File: config.mk
export PLATFORM = sky130hd
export DESIGN_NAME = riscv_lsu_flat
export DESIGN_NICKNAME = d
export VERILOG_FILES = /design/src/rtl/lsu_pkg.sv /design/src/rtl/riscv_lsu_if.sv /design/src/rtl/lsu_load_extend.sv /design/src/rtl/riscv_lsu.sv /design/src/flat_wrapper.sv
export SDC_FILE = /design/constraint.sdc
export NUM_CORES = 1
export LEC_CHECK = 0
export ABC_AREA = 1
export ABC_CLOCK_PERIOD_IN_PS = 1300
export CAP_MARGIN = 20
export CORE_MARGIN = 8
export CORE_UTILIZATION = 28
export CTS_BUF_LIST = sky130_fd_sc_hd__clkbuf_8
export CTS_CLUSTER_SIZE = 16
export DETAILED_ROUTE_END_ITERATION = 10
export PLACE_DENSITY = 0.76
export SYNTH_ARGS = -nofsm -noshare
export SYNTH_HDL_FRONTEND = slang
export SYNTH_SLANG_ARGS = --single-unit
File: constraint.sdc
create_clock -name clk_i -period 1.3 [get_ports clk_i]
set_input_delay 0.195 -clock clk_i [delete_from_list [all_inputs] [get_ports clk_i]]
set_output_delay 0.195 -clock clk_i [all_outputs]
set_load 0.02 [all_outputs]
File: src/rtl/lsu_pkg.sv
// Shared encodings for the load/store unit: funct3 access sizes, FSM states
// and the alignment rule that decides whether an access may be issued.
package lsu_pkg;

  localparam logic [2:0] LDST_B  = 3'd0;
  localparam logic [2:0] LDST_H  = 3'd1;
  localparam logic [2:0] LDST_W  = 3'd2;
  localparam logic [2:0] LDST_BU = 3'd4;
  localparam logic [2:0] LDST_HU = 3'd5;

  typedef enum logic {IDLE, ACCESS} lsu_state_t;

  function automatic logic access_legal(input logic [2:0] size, input logic [1:0] off);
    logic ok;
    case (size)
      LDST_B, LDST_BU: ok = 1'b1;
      LDST_H, LDST_HU: ok = ~off[0];
      LDST_W:          ok = (off == 2'b00);
      default:         ok = 1'b0;
    endcase
    return ok;
  endfunction

endpackage

File: src/rtl/riscv_lsu_if.sv
// Core-side and ext_mem-side signals of the load/store unit.
// slave is the LSU view; master is the core plus memory environment.
interface riscv_lsu_if;
  logic        core_req_i;
  logic        core_we_i;
  logic [2:0]  core_size_i;
  logic [31:0] core_addr_i;
  logic [31:0] core_wd_i;
  logic [31:0] core_rd_o;
  logic        core_stall_o;
  logic        lsu_err_o;
  logic        mem_req_o;
  logic        mem_we_o;
  logic [3:0]  mem_be_o;
  logic [31:0] mem_addr_o;
  logic [31:0] mem_wd_o;
  logic [31:0] mem_rd_i;
  logic        mem_ready_i;

  modport slave (
    input  core_req_i, core_we_i, core_size_i, core_addr_i, core_wd_i,
           mem_rd_i, mem_ready_i,
    output core_rd_o, core_stall_o, lsu_err_o,
           mem_req_o, mem_we_o, mem_be_o, mem_addr_o, mem_wd_o
  );

  modport master (
    output core_req_i, core_we_i, core_size_i, core_addr_i, core_wd_i,
           mem_rd_i, mem_ready_i,
    input  core_rd_o, core_stall_o, lsu_err_o,
           mem_req_o, mem_we_o, mem_be_o, mem_addr_o, mem_wd_o
  );
endinterface

File: src/rtl/lsu_load_extend.sv
// Picks the addressed byte/halfword out of a read word and sign- or
// zero-extends it according to the load size.
module lsu_load_extend
  import lsu_pkg::*;
(
  input  logic [31:0] word,
  input  logic [1:0]  off,
  input  logic [2:0]  size,
  output logic [31:0] rd
);

  logic [7:0]  byte_sel;
  logic [15:0] half_sel;

  assign byte_sel = word[{off, 3'b000} +: 8];
  assign half_sel = off[1] ? word[31:16] : word[15:0];

  always_comb begin
    rd = '0;
    case (size)
      LDST_B:  rd = {{24{byte_sel[7]}}, byte_sel};
      LDST_BU: rd = {24'h0, byte_sel};
      LDST_H:  rd = {{16{half_sel[15]}}, half_sel};
      LDST_HU: rd = {16'h0, half_sel};
      LDST_W:  rd = word;
      default: rd = '0;
    endcase
  end

endmodule

File: src/rtl/riscv_lsu.sv
// Load/store unit: issues one aligned word-addressed access per core request,
// stalls until ext_mem answers, and flags misaligned or illegal-size accesses.
//
//   state  | meaning
//   IDLE   | no access outstanding; a legal request is issued this cycle
//   ACCESS | request issued, waiting for mem_ready_i
module riscv_lsu
  import lsu_pkg::*;
(
  input  logic        clk_i,
  input  logic        rst_i,
  riscv_lsu_if.slave  bus
);

  lsu_state_t  state_q, state_d;
  logic [1:0]  off_q;
  logic [2:0]  size_q;
  logic        we_q;
  logic        issue;
  logic [31:0] load_word;

  lsu_load_extend u_load_extend (
    .word (bus.mem_rd_i),
    .off  (off_q),
    .size (size_q),
    .rd   (load_word)
  );

  always_ff @(posedge clk_i) begin
    if (rst_i) begin
      state_q <= IDLE;
      off_q   <= 2'b00;
      size_q  <= 3'b000;
      we_q    <= 1'b0;
    end else begin
      state_q <= state_d;
      if (issue) begin
        off_q  <= bus.core_addr_i[1:0];
        size_q <= bus.core_size_i;
        we_q   <= bus.core_we_i;
      end
    end
  end

  // Outputs are forced quiet while reset is asserted so a pending result is discarded.
  always_comb begin
    state_d          = state_q;
    issue            = 1'b0;
    bus.core_rd_o    = '0;
    bus.core_stall_o = 1'b0;
    bus.lsu_err_o    = 1'b0;
    bus.mem_req_o    = 1'b0;
    bus.mem_we_o     = 1'b0;
    bus.mem_be_o     = 4'b0000;
    bus.mem_addr_o   = '0;
    bus.mem_wd_o     = '0;
    if (!rst_i) begin
      case (state_q)
        IDLE: begin
          if (bus.core_req_i) begin
            if (access_legal(bus.core_size_i, bus.core_addr_i[1:0])) begin
              issue            = 1'b1;
              state_d          = ACCESS;
              bus.core_stall_o = 1'b1;
              bus.mem_req_o    = 1'b1;
              bus.mem_we_o     = bus.core_we_i;
              bus.mem_addr_o   = bus.core_addr_i;
              case (bus.core_size_i[1:0])
                2'b00: begin
                  bus.mem_be_o = 4'b0001 << bus.core_addr_i[1:0];
                  bus.mem_wd_o = {4{bus.core_wd_i[7:0]}};
                end
                2'b01: begin
                  bus.mem_be_o = bus.core_addr_i[1] ? 4'b1100 : 4'b0011;
                  bus.mem_wd_o = {2{bus.core_wd_i[15:0]}};
                end
                default: begin
                  bus.mem_be_o = 4'b1111;
                  bus.mem_wd_o = bus.core_wd_i;
                end
              endcase
            end else begin
              bus.lsu_err_o = 1'b1;
            end
          end
        end
        ACCESS: begin
          if (bus.mem_ready_i) begin
            state_d = IDLE;
            if (!we_q) bus.core_rd_o = load_word;
          end else begin
            bus.core_stall_o = 1'b1;
          end
        end
        default: state_d = IDLE;
      endcase
    end
  end

endmodule
File: src/flat_wrapper.sv
// flat-port wrapper written by rule: the top's interface ports become plain ports
module riscv_lsu_flat import lsu_pkg::*;
  (clk_i, rst_i, bus_core_req_i, bus_core_we_i, bus_core_size_i, bus_core_addr_i, bus_core_wd_i, bus_mem_rd_i, bus_mem_ready_i, bus_core_rd_o, bus_core_stall_o, bus_lsu_err_o, bus_mem_req_o, bus_mem_we_o, bus_mem_be_o, bus_mem_addr_o, bus_mem_wd_o);
  riscv_lsu_if bus_i ();
  input  logic clk_i;
  input  logic rst_i;
  input wire logic [$bits(bus_i.core_req_i)-1:0] bus_core_req_i;
  input wire logic [$bits(bus_i.core_we_i)-1:0] bus_core_we_i;
  input wire logic [$bits(bus_i.core_size_i)-1:0] bus_core_size_i;
  input wire logic [$bits(bus_i.core_addr_i)-1:0] bus_core_addr_i;
  input wire logic [$bits(bus_i.core_wd_i)-1:0] bus_core_wd_i;
  input wire logic [$bits(bus_i.mem_rd_i)-1:0] bus_mem_rd_i;
  input wire logic [$bits(bus_i.mem_ready_i)-1:0] bus_mem_ready_i;
  output wire logic [$bits(bus_i.core_rd_o)-1:0] bus_core_rd_o;
  output wire logic [$bits(bus_i.core_stall_o)-1:0] bus_core_stall_o;
  output wire logic [$bits(bus_i.lsu_err_o)-1:0] bus_lsu_err_o;
  output wire logic [$bits(bus_i.mem_req_o)-1:0] bus_mem_req_o;
  output wire logic [$bits(bus_i.mem_we_o)-1:0] bus_mem_we_o;
  output wire logic [$bits(bus_i.mem_be_o)-1:0] bus_mem_be_o;
  output wire logic [$bits(bus_i.mem_addr_o)-1:0] bus_mem_addr_o;
  output wire logic [$bits(bus_i.mem_wd_o)-1:0] bus_mem_wd_o;
  assign bus_i.core_req_i = bus_core_req_i;
  assign bus_i.core_we_i = bus_core_we_i;
  assign bus_i.core_size_i = bus_core_size_i;
  assign bus_i.core_addr_i = bus_core_addr_i;
  assign bus_i.core_wd_i = bus_core_wd_i;
  assign bus_i.mem_rd_i = bus_mem_rd_i;
  assign bus_i.mem_ready_i = bus_mem_ready_i;
  assign bus_core_rd_o = bus_i.core_rd_o;
  assign bus_core_stall_o = bus_i.core_stall_o;
  assign bus_lsu_err_o = bus_i.lsu_err_o;
  assign bus_mem_req_o = bus_i.mem_req_o;
  assign bus_mem_we_o = bus_i.mem_we_o;
  assign bus_mem_be_o = bus_i.mem_be_o;
  assign bus_mem_addr_o = bus_i.mem_addr_o;
  assign bus_mem_wd_o = bus_i.mem_wd_o;
  riscv_lsu u_core (.clk_i(clk_i), .rst_i(rst_i), .bus(bus_i));
endmodule
==> results.py <==
metrics = {
    "setup_path": {
        "start_kind": "flip-flop",
        "cp.required_ns": 1.11,
        "setup.worst_path.end": "bus_core_rd_o[4]",
        "reg2reg_depth": 8,
        "reg2reg_to": "u_core.size_q[1]",
        "worst-path-max-fanout": 11,
        "crit_type": "reg -> out",
        "critPathCaptureType": "output port",
        "reg2reg_from": "u_core.state_q",
        "r2r_slack_ns": -0.11,
        "crit_arrival_ns": 1.64,
        "crit_start": "u_core.size_q[1]",
    },
    "timing": {
        "fin_worst_skew_ns": 0.0003910,
        "postLayoutSetupSlackWorst_ns": -0.5370,
        "setup_viol": 110,
        "rsz0062_at_grt": "true",
        "period_share": 1.413,
        "worst_pin_slew_ns": 0.3572,
        "timing.setup.tns_ns": -39.66,
        "drv_slew": 0,
        "min_period_ns": 1.837,
        "relSlewSlack": 0.7618,
        "clock.fmax_mhz": 544.4,
        "hold_violations": 0,
        "timing.hold.ws_ns": 0.3066,
    },
    "synthesis": {
        "ys_seq_area_frac": 0.06415,
        "yosys.cell_count.top_type": "nand2_1",
        "ys_types": 21,
        "ys_top_cells_by_count": "106 x nand2_1, 105 x nor2_1, 82 x inv_1, 34 x nand3_1, 23 x nor3_1",
        "synth_top_cells_by_area": "nand2_1 18%, nor2_1 18%, inv_1 14%",
        "synth_edf_count": 0,
        "ys_ff_latch": 7,
        "syn-instance-count": 459,
        "synth_top_area_cell": "nand2_1",
        "synth-main-ff-cell": "dfxtp_1",
        "async_flop_share": 0,
        "synth_area_mm2": 0.002185,
        "synth_area_per_cell_um2": 4.759,
        "syn_nets": 563,
        "netlist.area_leader.share": 0.1821,
        "yosysWarnings": 0,
    },
    "grt": {
        "overflow": 0,
        "grt_start_max_net_pins": 13,
        "first_global_vias": 5132,
        "grt_usage": 0.3145,
        "grt_pass1_wl_um": 27830,
        "grt_antenna_before_repair": 0,
    },
    "die": {
        "coreArea_mm2": 0.007647,
        "initial_core_util": 0.2857,
        "num_io_pins": 208,
        "die_w_um": 104.3,
        "fp-row-count": 32,
        "die_height_um": 104.3,
        "dieArea_mm2": 0.01088,
    },
    "run_status": {
        "status": "finished with violations",
        "violations": "negative setup slack",
    },
    "place": {
        "dpl_cell_area_mm2": 0.005224,
        "place_ws_ns": -1.158,
        "port_buffers": 207,
        "place.gp.congestion": 0.9208,
        "place_hpwl_um": 10460,
    },
    "route": {
        "vias": 4971,
        "drc": 0,
        "drtPass1Iterations": 5,
        "drtAntennaViolNets": 0,
        "wire_per_inst_um": 24.84,
        "drt_iter0_markers": 347,
        "drt-vias-per-instance": 5.694,
        "finalWirelength_um": 21680,
    },
    "cells_and_area": {
        "area_growth_pct": 222.5,
        "seq_area_um2": 157.7,
        "drive_gt1_frac": 0.5824,
        "antennaDiodeCount": 0,
        "design_area_mm2": 0.007046,
        "multiInputGateArea_mm2": 0.002830,
        "layout.nets": 876,
        "fill_cells": 286,
    },
    "power_and_ir_drop": {
        "ir_worst_vdd_mv": 0.4003,
        "sw_frac_of_total": 0.4748,
        "pwr-share-comb": 0.805,
        "seq_power_share": 0.086,
        "power_uw": 2867,
        "power.internal_uw": 1506,
        "powerDensity_mw_per_mm2": 407.0,
        "p_clk_frac": 0.109,
        "p_leak_uw": 0.003211,
        "p_switching_uw": 1362,
    },
    "clocking": {
        "cts_hold_buf": 0,
        "cts_tree": "yes",
        "cts_buffer_depth": 2,
        "insertion_delay_ns": 0.23,
        "htree_num_levels": 1,
        "clock-sinks": 7,
        "clk_pin_slew_ns": 0.04,
        "cts_buffers": 3,
        "cts_root_buffer": "clkbuf_8",
    },
    "run": {
        "max-cap-violations": 0,
    },
    "hold_path": {
        "holdCritPathClass": "in -> reg",
    },
}
-- through the flow --
step,util,instances
3_5_place_dp,0.6831,818
6_report,0.9213,873
2_1_floorplan,-,459
4_1_cts,0.8609,863
3_3_place_gp,0.6831,818
5_1_grt,0.9213,873
-- worst min path at each step --
stage | depth (start not counted) | from | endpoint
floorplan | 2 | bus_core_size_i[2] | u_core.size_q[2]
global placement | 2 | u_core.we_q | u_core.we_q
detailed placement | 2 | u_core.we_q | u_core.we_q
CTS | 4 | bus_core_size_i[2] | u_core.size_q[2]
global route | 4 | bus_core_size_i[2] | u_core.size_q[2]
finish | 4 | bus_core_size_i[2] | u_core.size_q[2]
-- flip-flops by register name, summed over array words and instances, names as in the netlist --
name / cells
u_core.off_q: 2
u_core.state_q: 1
u_core.size_q: 3
u_core.we_q: 1
-- power by group through the flow --
stage                     Clock (µW)  Sequential, µW  Combinational (µW)
final                            312             246                2310
after floorplan                    0             240                 743
after detailed placement           0             245                1490
after CTS                        303             242                1970
after global placement             0             244                1470
after global routing             335             246                2390
-- per-layer routing --
layer | routed length, µm | global-route usage | vias up | part of all wire
met1 | 6645 | 0.3037 | 2321 | 0.31
met3 | 2196 | 0.08550 | 173 | 0.10
met2 | 10950 | 0.5915 | 442 | 0.50
met5 | 0 | 0 | - | 0
li1 | - | - | 2035 | -
met4 | 1893 | 0.1665 | 0 | 0.087
-- what timing repair did --
item,in CTS,in global routing
gates resized for setup,858,114
buffers inserted,31,19
endpoints found under the setup margin,111,110
gates cloned,10,0
pin swaps,49,62
-- cell families (layout without fill, tap and decap cells) --
logic type / after synthesis / in the layout / share of synthesized area
simple gates: 283 / 285 / 0.5596
buf+inv: 113 / 423 / 0.2262
compound gates: 56 / 56 / 0.1501
flops: 7 / 7 / 0.06414
-- layout by cell type (no fill, tap or decap), drive strengths merged --
cell	netlist	routed
dlygate4sd2	0	8
nand2	112	113
nor3	24	24
o21ai	17	17
o22ai	8	8
nand3	34	34
dlymetal6s2s	0	5
inv	87	86
clkinv	0	2
nor2	113	114
buf	21	235
dfxtp	7	7
a21oi	31	31
clkbuf	5	3
clkdlybuf4s50	0	84
-- final cells by class --
cell class                      instances  share of cell area
Multi-Input combinational cell        341              0.4017
Clock inverter                          1           0.0005328
Sequential cell                         7             0.02238
Clock buffer                            3            0.005860
Inverter                               87             0.05168
Timing Repair Buffer                  332              0.4997
Tap cell                              102             0.01811
-- worst max-delay path, stage by stage (launching register included) --
cell	delay (ns)
dfxtp_4	0.37
buf_6	0.15
nor3_2	0.20
buf_4	0.19
nand2_1	0.07
nand3_1	0.13
nand2_1	0.10
inv_2	0.05
buf_4	0.13
Note: power is estimated with default switching activity, not from simulation.
